### src/rtl/xif_mac_pkg.sv
// Shared decode constants and FSM state type for the X-interface MAC coprocessor.
package xif_mac_pkg;

  localparam logic [6:0] OPCODE_CUSTOM0 = 7'b0001011;

  localparam logic [2:0] FN_MACC   = 3'b000;
  localparam logic [2:0] FN_RDACC  = 3'b001;
  localparam logic [2:0] FN_CLRACC = 3'b010;

  typedef enum logic [1:0] {
    IDLE,
    WAIT_COMMIT,
    EXEC,
    RESULT
  } state_e;

endpackage

### src/rtl/xif_mac_mul.sv
// Pipelined 32x32->32 multiplier; done_o marks the product emerging MulLatency cycles after start_i.
module xif_mac_mul #(
  parameter int unsigned MulLatency = 2
) (
  input  logic        clk_i,
  input  logic        rst_i,
  input  logic        start_i,
  input  logic [31:0] a_i,
  input  logic [31:0] b_i,
  output logic        done_o,
  output logic [31:0] prod_o
);

  logic [31:0]           prod_q [MulLatency];
  logic [31:0]           prod_d [MulLatency];
  logic [MulLatency-1:0] vld_q, vld_d;

  always_comb begin
    prod_d    = prod_q;
    vld_d     = vld_q;
    prod_d[0] = a_i * b_i;
    vld_d[0]  = start_i;
    for (int unsigned i = 1; i < MulLatency; i++) begin
      prod_d[i] = prod_q[i-1];
      vld_d[i]  = vld_q[i-1];
    end
  end

  always_ff @(posedge clk_i) begin
    if (rst_i) begin
      vld_q <= '0;
      for (int unsigned i = 0; i < MulLatency; i++) prod_q[i] <= '0;
    end else begin
      vld_q  <= vld_d;
      prod_q <= prod_d;
    end
  end

  assign done_o = vld_q[MulLatency-1];
  assign prod_o = prod_q[MulLatency-1];

endmodule

### src/rtl/xif_mac_copro.sv
// CORE-V-X coprocessor executing custom-0 MACC/RDACC/CLRACC against a 32-bit accumulator,
// one instruction in flight at a time.
module xif_mac_copro
  import xif_mac_pkg::*;
#(
  parameter int unsigned IdWidth    = 4,
  parameter int unsigned MulLatency = 2
) (
  input  logic                 clk_i,
  input  logic                 rst_i,
  input  logic                 issue_valid_i,
  output logic                 issue_ready_o,
  input  logic [31:0]          issue_instr_i,
  input  logic [IdWidth-1:0]   issue_id_i,
  input  logic [1:0][31:0]     issue_rs_i,
  input  logic [1:0]           issue_rs_valid_i,
  output logic                 issue_accept_o,
  output logic                 issue_writeback_o,
  input  logic                 commit_valid_i,
  input  logic [IdWidth-1:0]   commit_id_i,
  input  logic                 commit_kill_i,
  output logic                 result_valid_o,
  input  logic                 result_ready_i,
  output logic [IdWidth-1:0]   result_id_o,
  output logic [31:0]          result_data_o,
  output logic [4:0]           result_rd_o,
  output logic                 result_we_o
);

  state_e               state_q, state_d;
  logic [IdWidth-1:0]   id_q, id_d, res_id_q, res_id_d;
  logic [4:0]           rd_q, rd_d, res_rd_q, res_rd_d;
  logic [2:0]           fn_q, fn_d;
  logic [31:0]          rs1_q, rs1_d, rs2_q, rs2_d;
  logic [31:0]          acc_q, acc_d, res_data_q, res_data_d;
  logic                 rst_dly_q, rst_dly_d;

  logic       dec_ok;
  logic [1:0] rs_need;
  logic       mul_start, mul_done;
  logic [31:0] mul_a, mul_b, mul_prod;
  logic       unused_instr;

  assign unused_instr = ^issue_instr_i[24:15];

  always_comb begin
    dec_ok  = 1'b0;
    rs_need = 2'b00;
    if (issue_instr_i[6:0] == OPCODE_CUSTOM0 && issue_instr_i[31:25] == 7'd0) begin
      case (issue_instr_i[14:12])
        FN_MACC: begin
          dec_ok  = 1'b1;
          rs_need = 2'b11;
        end
        FN_RDACC, FN_CLRACC: dec_ok = 1'b1;
        default: ;
      endcase
    end
  end

  // Issue side is held off during reset and for one cycle after it.
  assign issue_ready_o     = (state_q == IDLE) && !rst_i && !rst_dly_q && issue_valid_i &&
                             ((issue_rs_valid_i & rs_need) == rs_need);
  assign issue_accept_o    = issue_ready_o && dec_ok;
  assign issue_writeback_o = issue_accept_o;

  // A same-cycle commit starts the multiplier from the live operands, before they are latched.
  assign mul_a = (state_q == IDLE) ? issue_rs_i[0] : rs1_q;
  assign mul_b = (state_q == IDLE) ? issue_rs_i[1] : rs2_q;

  xif_mac_mul #(
    .MulLatency(MulLatency)
  ) u_mul (
    .clk_i  (clk_i),
    .rst_i  (rst_i),
    .start_i(mul_start),
    .a_i    (mul_a),
    .b_i    (mul_b),
    .done_o (mul_done),
    .prod_o (mul_prod)
  );

  always_comb begin
    state_d    = state_q;
    id_d       = id_q;
    rd_d       = rd_q;
    fn_d       = fn_q;
    rs1_d      = rs1_q;
    rs2_d      = rs2_q;
    acc_d      = acc_q;
    res_id_d   = res_id_q;
    res_rd_d   = res_rd_q;
    res_data_d = res_data_q;
    rst_dly_d  = rst_i;
    mul_start  = 1'b0;
    case (state_q)
      IDLE: begin
        if (issue_accept_o) begin
          id_d  = issue_id_i;
          rd_d  = issue_instr_i[11:7];
          fn_d  = issue_instr_i[14:12];
          rs1_d = issue_rs_i[0];
          rs2_d = issue_rs_i[1];
          if (commit_valid_i && commit_id_i == issue_id_i) begin
            if (!commit_kill_i) begin
              state_d   = EXEC;
              mul_start = 1'b1;
            end
          end else begin
            state_d = WAIT_COMMIT;
          end
        end
      end
      WAIT_COMMIT: begin
        if (commit_valid_i && commit_id_i == id_q) begin
          if (commit_kill_i) begin
            state_d = IDLE;
          end else begin
            state_d   = EXEC;
            mul_start = 1'b1;
          end
        end
      end
      EXEC: begin
        if (mul_done) begin
          state_d  = RESULT;
          res_id_d = id_q;
          res_rd_d = rd_q;
          case (fn_q)
            FN_MACC: begin
              acc_d      = acc_q + mul_prod;
              res_data_d = acc_q + mul_prod;
            end
            FN_CLRACC: begin
              acc_d      = '0;
              res_data_d = acc_q;
            end
            default: res_data_d = acc_q;
          endcase
        end
      end
      RESULT: begin
        if (result_ready_i) begin
          state_d    = IDLE;
          res_id_d   = '0;
          res_rd_d   = '0;
          res_data_d = '0;
        end
      end
      default: state_d = IDLE;
    endcase
  end

  always_ff @(posedge clk_i) begin
    if (rst_i) begin
      state_q    <= IDLE;
      id_q       <= '0;
      rd_q       <= '0;
      fn_q       <= '0;
      rs1_q      <= '0;
      rs2_q      <= '0;
      acc_q      <= '0;
      res_id_q   <= '0;
      res_rd_q   <= '0;
      res_data_q <= '0;
      rst_dly_q  <= 1'b1;
    end else begin
      state_q    <= state_d;
      id_q       <= id_d;
      rd_q       <= rd_d;
      fn_q       <= fn_d;
      rs1_q      <= rs1_d;
      rs2_q      <= rs2_d;
      acc_q      <= acc_d;
      res_id_q   <= res_id_d;
      res_rd_q   <= res_rd_d;
      res_data_q <= res_data_d;
      rst_dly_q  <= rst_dly_d;
    end
  end

  assign result_valid_o = (state_q == RESULT);
  assign result_we_o    = (state_q == RESULT);
  assign result_id_o    = res_id_q;
  assign result_rd_o    = res_rd_q;
  assign result_data_o  = res_data_q;

endmodule
### config.mk
export PLATFORM = sky130hd
export DESIGN_NAME = xif_mac_copro
export DESIGN_NICKNAME = d
export VERILOG_FILES = /design/src/rtl/xif_mac_pkg.sv /design/src/rtl/xif_mac_mul.sv /design/src/rtl/xif_mac_copro.sv
export SDC_FILE = /design/constraint.sdc
export NUM_CORES = 2
export LEC_CHECK = 0
export CORE_ASPECT_RATIO = 0.75
export CORE_MARGIN = 2
export CORE_UTILIZATION = 25
export CTS_CLUSTER_DIAMETER = 40
export DETAILED_ROUTE_END_ITERATION = 10
export GPL_ROUTABILITY_DRIVEN = 0
export GPL_TIMING_DRIVEN = 0
export PLACE_DENSITY = 0.36
export SLEW_MARGIN = 20
export SYNTH_ARGS = -nofsm -noshare
export SYNTH_HDL_FRONTEND = slang
export SYNTH_HIERARCHICAL = 1
export SYNTH_SLANG_ARGS = --single-unit
export TNS_END_PERCENT = 30
### constraint.sdc
create_clock -name clk_i -period 22.5 [get_ports clk_i]
set_input_delay 2.25 -clock clk_i [delete_from_list [all_inputs] [get_ports clk_i]]
set_output_delay 2.25 -clock clk_i [all_outputs]
set_load 0.005 [all_outputs]
==> flow_results.org <==
** Timing
- The number of hold violations in the final report came to 0.
- Setup ws final :: 12.30 ns
- After layout, the worst path uses 45.3% of the clock period.
- Counting I/O delays and the setup requirement, the final critical path takes 10.20 ns.
- Setup repair after global routing left no endpoint under its margin.
- Adding up every negative setup slack in the final design gives 0 ns.
- Max transition margin :: 18.8%
- Slew at the pin closest to its max-slew limit :: 1.22 ns
- Worst-case clock skew :: 0.0164 ns
- The number of pins exceeding their max-slew limit in the final report is 0.
- Setup-failing EPs final :: 0
- Max frequency :: 98.1 MHz

** Yosys
- Number of cells produced by synthesis :: 2810
- Measured against the total synthesized area, the mux share comes to 3.18%.
- The synthesized design contains 0 enable-type register cells.
- Dominant register cell in the synthesized netlist :: dfxtp_1
- Top area cells in the synthesized netlist :: fa_1, dfxtp_1, and2_1
- In the synthesized netlist, the cells that appear most often are fa_1, nand2_1, and2_1.
- The number of different library cells used by synthesis comes to 80.
- Adder-Cell Fraction of Synth Area :: 39.7%
- Part of the Yosys area used for sequential elements :: 17.1%
- Synthesized Nets :: 3485
- In this run the cell area of the synthesized design comes to 25500 um2.
- Complex-gate fraction of the synthesized area :: 9.12%
- The synthesized design contains 218 register bits.
- During synthesis, Yosys emitted a total of 6 warnings.
- Share of flip-flops with an asynchronous set or reset :: 0%
- Library cell with the largest summed area after synthesis :: fa_1
- Averaged over all synthesized cells, the footprint is 9.08 um2.
- Main combinational cell family by area after synthesis :: adder cells
- Top cell type's share of synthesized area :: 32.1%
- The synthesized netlist devotes 3.88% of its cell area to XOR and XNOR gates.
- In the post-synthesis netlist, the cell with the most instances is fa_1.
- Of the total synthesized cell area, the portion taken by AND, OR, NAND and NOR gates is 19.2%.

** Outcome
- Result of the run :: complete, no violations

** Layout
- Area Overhead vs Synth :: 16.5%
- Number of nets in the finished design :: 3664
- After filler insertion, the fill cell instance count of the layout stands at 10800.
- The post-route netlist has 5.44% of its cells at a drive strength greater than 1.

** Die
- 158 I/O pins were placed.
- In this run the core area contains 101 standard-cell rows.
- The core region is 101000 um2.
- Die footprint :: 105000 um2
- Height of the chip :: 281 um
- X dimension of the die :: 373 um
- Starting density of the core :: 25.2%

** Placed design
- Prior to clock tree synthesis, the placed netlist has a worst setup slack of 11.69 ns.
- Post-DP HPWL :: 83.3 mm
- In this run the tool buffered the top-level ports with 147 buffer cells.

** Hold path
- The worst hold path belongs to the class reg2reg.
- Worst-case hold path end point :: u_mul/prod_o[3]
- Hold path depth :: 1
- The startpoint identified for the worst hold timing path is u_mul/prod_d[3].

** Worst setup path
- By instance count, the cell type seen most on the critical path is fa_1.
- Reg2reg setup slack :: 12.50 ns
- The critical path contains buffers and inverters numbering 6 combined.
- The largest individual stage delay along the critical path comes from the cell clkbuf_1.
- Measured in cells, the most critical reg-to-reg path has a length of 27.
- The startpoint identified for the worst register-to-register timing path is state_q[0].
- Required time worst endpoint :: 22.94 ns
- On the worst path, the slowest cell contributes a delay of 0.80 ns.
- Data arrives at the worst endpoint at 10.63 ns.
- Endpoint type of the worst setup path :: register
- Crit Path Max Fanout :: 10
- The kind of cell with the highest combined delay along the critical path is adder cells.
- The worst register-to-register path ends at u_mul/prod_d[31].
- Critical path class :: in2reg
- Kind of start point of the critical path :: primary input

** CTS
- Post-CTS repair changed the size of 0 cells.
- Clock-pin slew was measured on the worst setup and hold paths at 0.07 ns.
- In this run, CTS created clock tree buffers numbering 30.
- CTS saw 218 sinks.
- TritonCTS built the clock tree.
- Number of buffers inserted to repair setup after CTS :: 0
- Clock Tree Root :: clkbuf_16
- # hold bufs at CTS :: 0
- # H-tree levels :: 1
- The clock reaches the later pin of the worst-skew pair after 0.58 ns.
- Maximum count of clock buffers along a single path :: 3

** GRT
- For met1 alone, demand over resource in global routing was 29.9%.
- In the global route stage, overall resource usage came out at 19.2%.
- Wire length of the first global-routing pass :: 148 mm
- The global routing stage identified its most utilized layer as met1.
- Final global-route overflow total :: 0
- The initial antenna violation count is 7.
- Entering global routing, the biggest net connects 15 pins.
- The via count of the first global-routing pass came to 21300.
- Met2 track utilization from global routing :: 28.5%
- In the global route stage, met3 resource usage came out at 2.15%.

** Drt
- Number of DRC violations after detailed routing :: 0
- The first detailed-routing pass ran for 5 iterations.
- In the routed layout, each cell is associated on average with a via count of 4.62.
- Post-detailed-route count of antenna-violating nets :: 0
- Average wire length per cell after detail routing :: 23.0 um
- Routed wire length :: 100 mm
- Vias post-DR :: 20100
- For this block, the initial DRC count from the detailed router was 1140.

** Flow run
- Number of max-cap violations :: 0
## layout make-up
cell class / instances / area [um2] / area share [%]
buffer: 150 / 633 / 2.13
clock inverter: 18 / 185 / 0.623
multi-input combinational: 2076 / 19100 / 64.4
timing repair buffer: 147 / 1470 / 4.95
sequential: 218 / 4360 / 14.7
clock buffer: 38 / 852 / 2.87
inverter: 366 / 1370 / 4.62
antenna: 3 / 7.51 / 0.0253
tap: 1339 / 1680 / 5.64
## how the worst max path moves through the flow
| stage | from | end | cells after the start |
|---|---|---|---|
| 6_report | issue_rs_i[12] | u_mul/prod_d[31] | 25 |
| 5_1_grt | issue_rs_i[12] | u_mul/prod_d[31] | 24 |
| 4_1_cts | issue_rs_i[12] | u_mul/prod_d[31] | 24 |
| 3_5_place_dp | issue_rs_i[12] | u_mul/prod_d[31] | 24 |
| 3_3_place_gp | issue_rs_i[2] | u_mul/prod_d[31] | 25 |
| 2_1_floorplan | issue_rs_i[34] | u_mul/prod_d[29] | 25 |
## registers in the layout, indices dropped and copies added (netlist names), 2 cells and up
name / count
u_mul/vld_q: 2
result_id_o: 4
result_rd_o: 5
rs2_q: 32
fn_q: 3
rd_q: 5
rs1_q: 32
id_q: 4
u_mul/prod_d: 32
acc_q: 32
u_mul/prod_o: 32
result_data_o: 32
state_q: 2
## routing by layer
layer	vias up	share of wire, %	routed length, um
li1	9205	-	-
met1	10300	52	52500
met2	505	41	41600
met3	79	4.5	4480
met4	0	1.7	1720
met5	-	0	0
## layout by cell type, fill, tap and decap left out, drive strengths merged, types with 6 or more instances in the layout
cell type,instances
nor2b,45
o211ai,6
clkbuf,170
ha,154
a21o,31
fa,409
nand3,16
mux2,65
a22oi,38
and2,370
o22ai,6
buf,18
clkinv,7
dfxtp,218
clkdlybuf4s50,147
a22o,11
a211oi,8
o21a,15
and3,7
nor3,19
a21oi,144
xor2,36
nand4,15
inv,373
nor2,88
nor4,6
mux2i,8
o2bb2ai,8
o21ai,40
nand2,386
xnor2,77
## worst reg2reg max path, cell delays in order, from the launching register on
cell and delay [ns]:
dfxtp_1 0.37, nor2_1 0.31, clkbuf_1 0.63, clkbuf_1 0.54
mux2_2 0.33, clkbuf_1 0.65, clkbuf_1 0.80, and2_1 0.27
fa_1 0.46, inv_1 0.10, fa_1 0.41, fa_1 0.53
inv_1 0.06, fa_1 0.53, inv_1 0.06, fa_1 0.45
fa_1 0.51, fa_1 0.46, fa_1 0.41, xor2_1 0.17
xnor2_1 0.19, xnor2_1 0.11, xnor2_1 0.15, xnor2_1 0.22
xnor2_1 0.11, xnor2_1 0.69, and3_1 0.30, nor3_2 0.05
## through the flow
step / utilization [%] / instance area (um2) / instances / hold slack, ns
after detailed placement: 28.3 / 28700 / 4296 / 0.427
after floorplan: - / 25500 / 2810 / 0.414
final: 29.3 / 29700 / 4355 / 0.436
after global routing: 29.3 / 29700 / 4352 / 0.457
after CTS: 29.3 / 29700 / 4352 / 0.436
after global placement: 28.3 / 28700 / 4296 / 0.429
## logic make-up after synthesis
family / after synthesis
simple gates: 973
fa+ha+maj: 563
buf+inv: 516
compound gates: 354
flops: 218
xor+xnor: 113
mux: 73
Power is not shown: default switching activity piles up to over one toggle a cycle in this logic, so the estimate is an artifact.
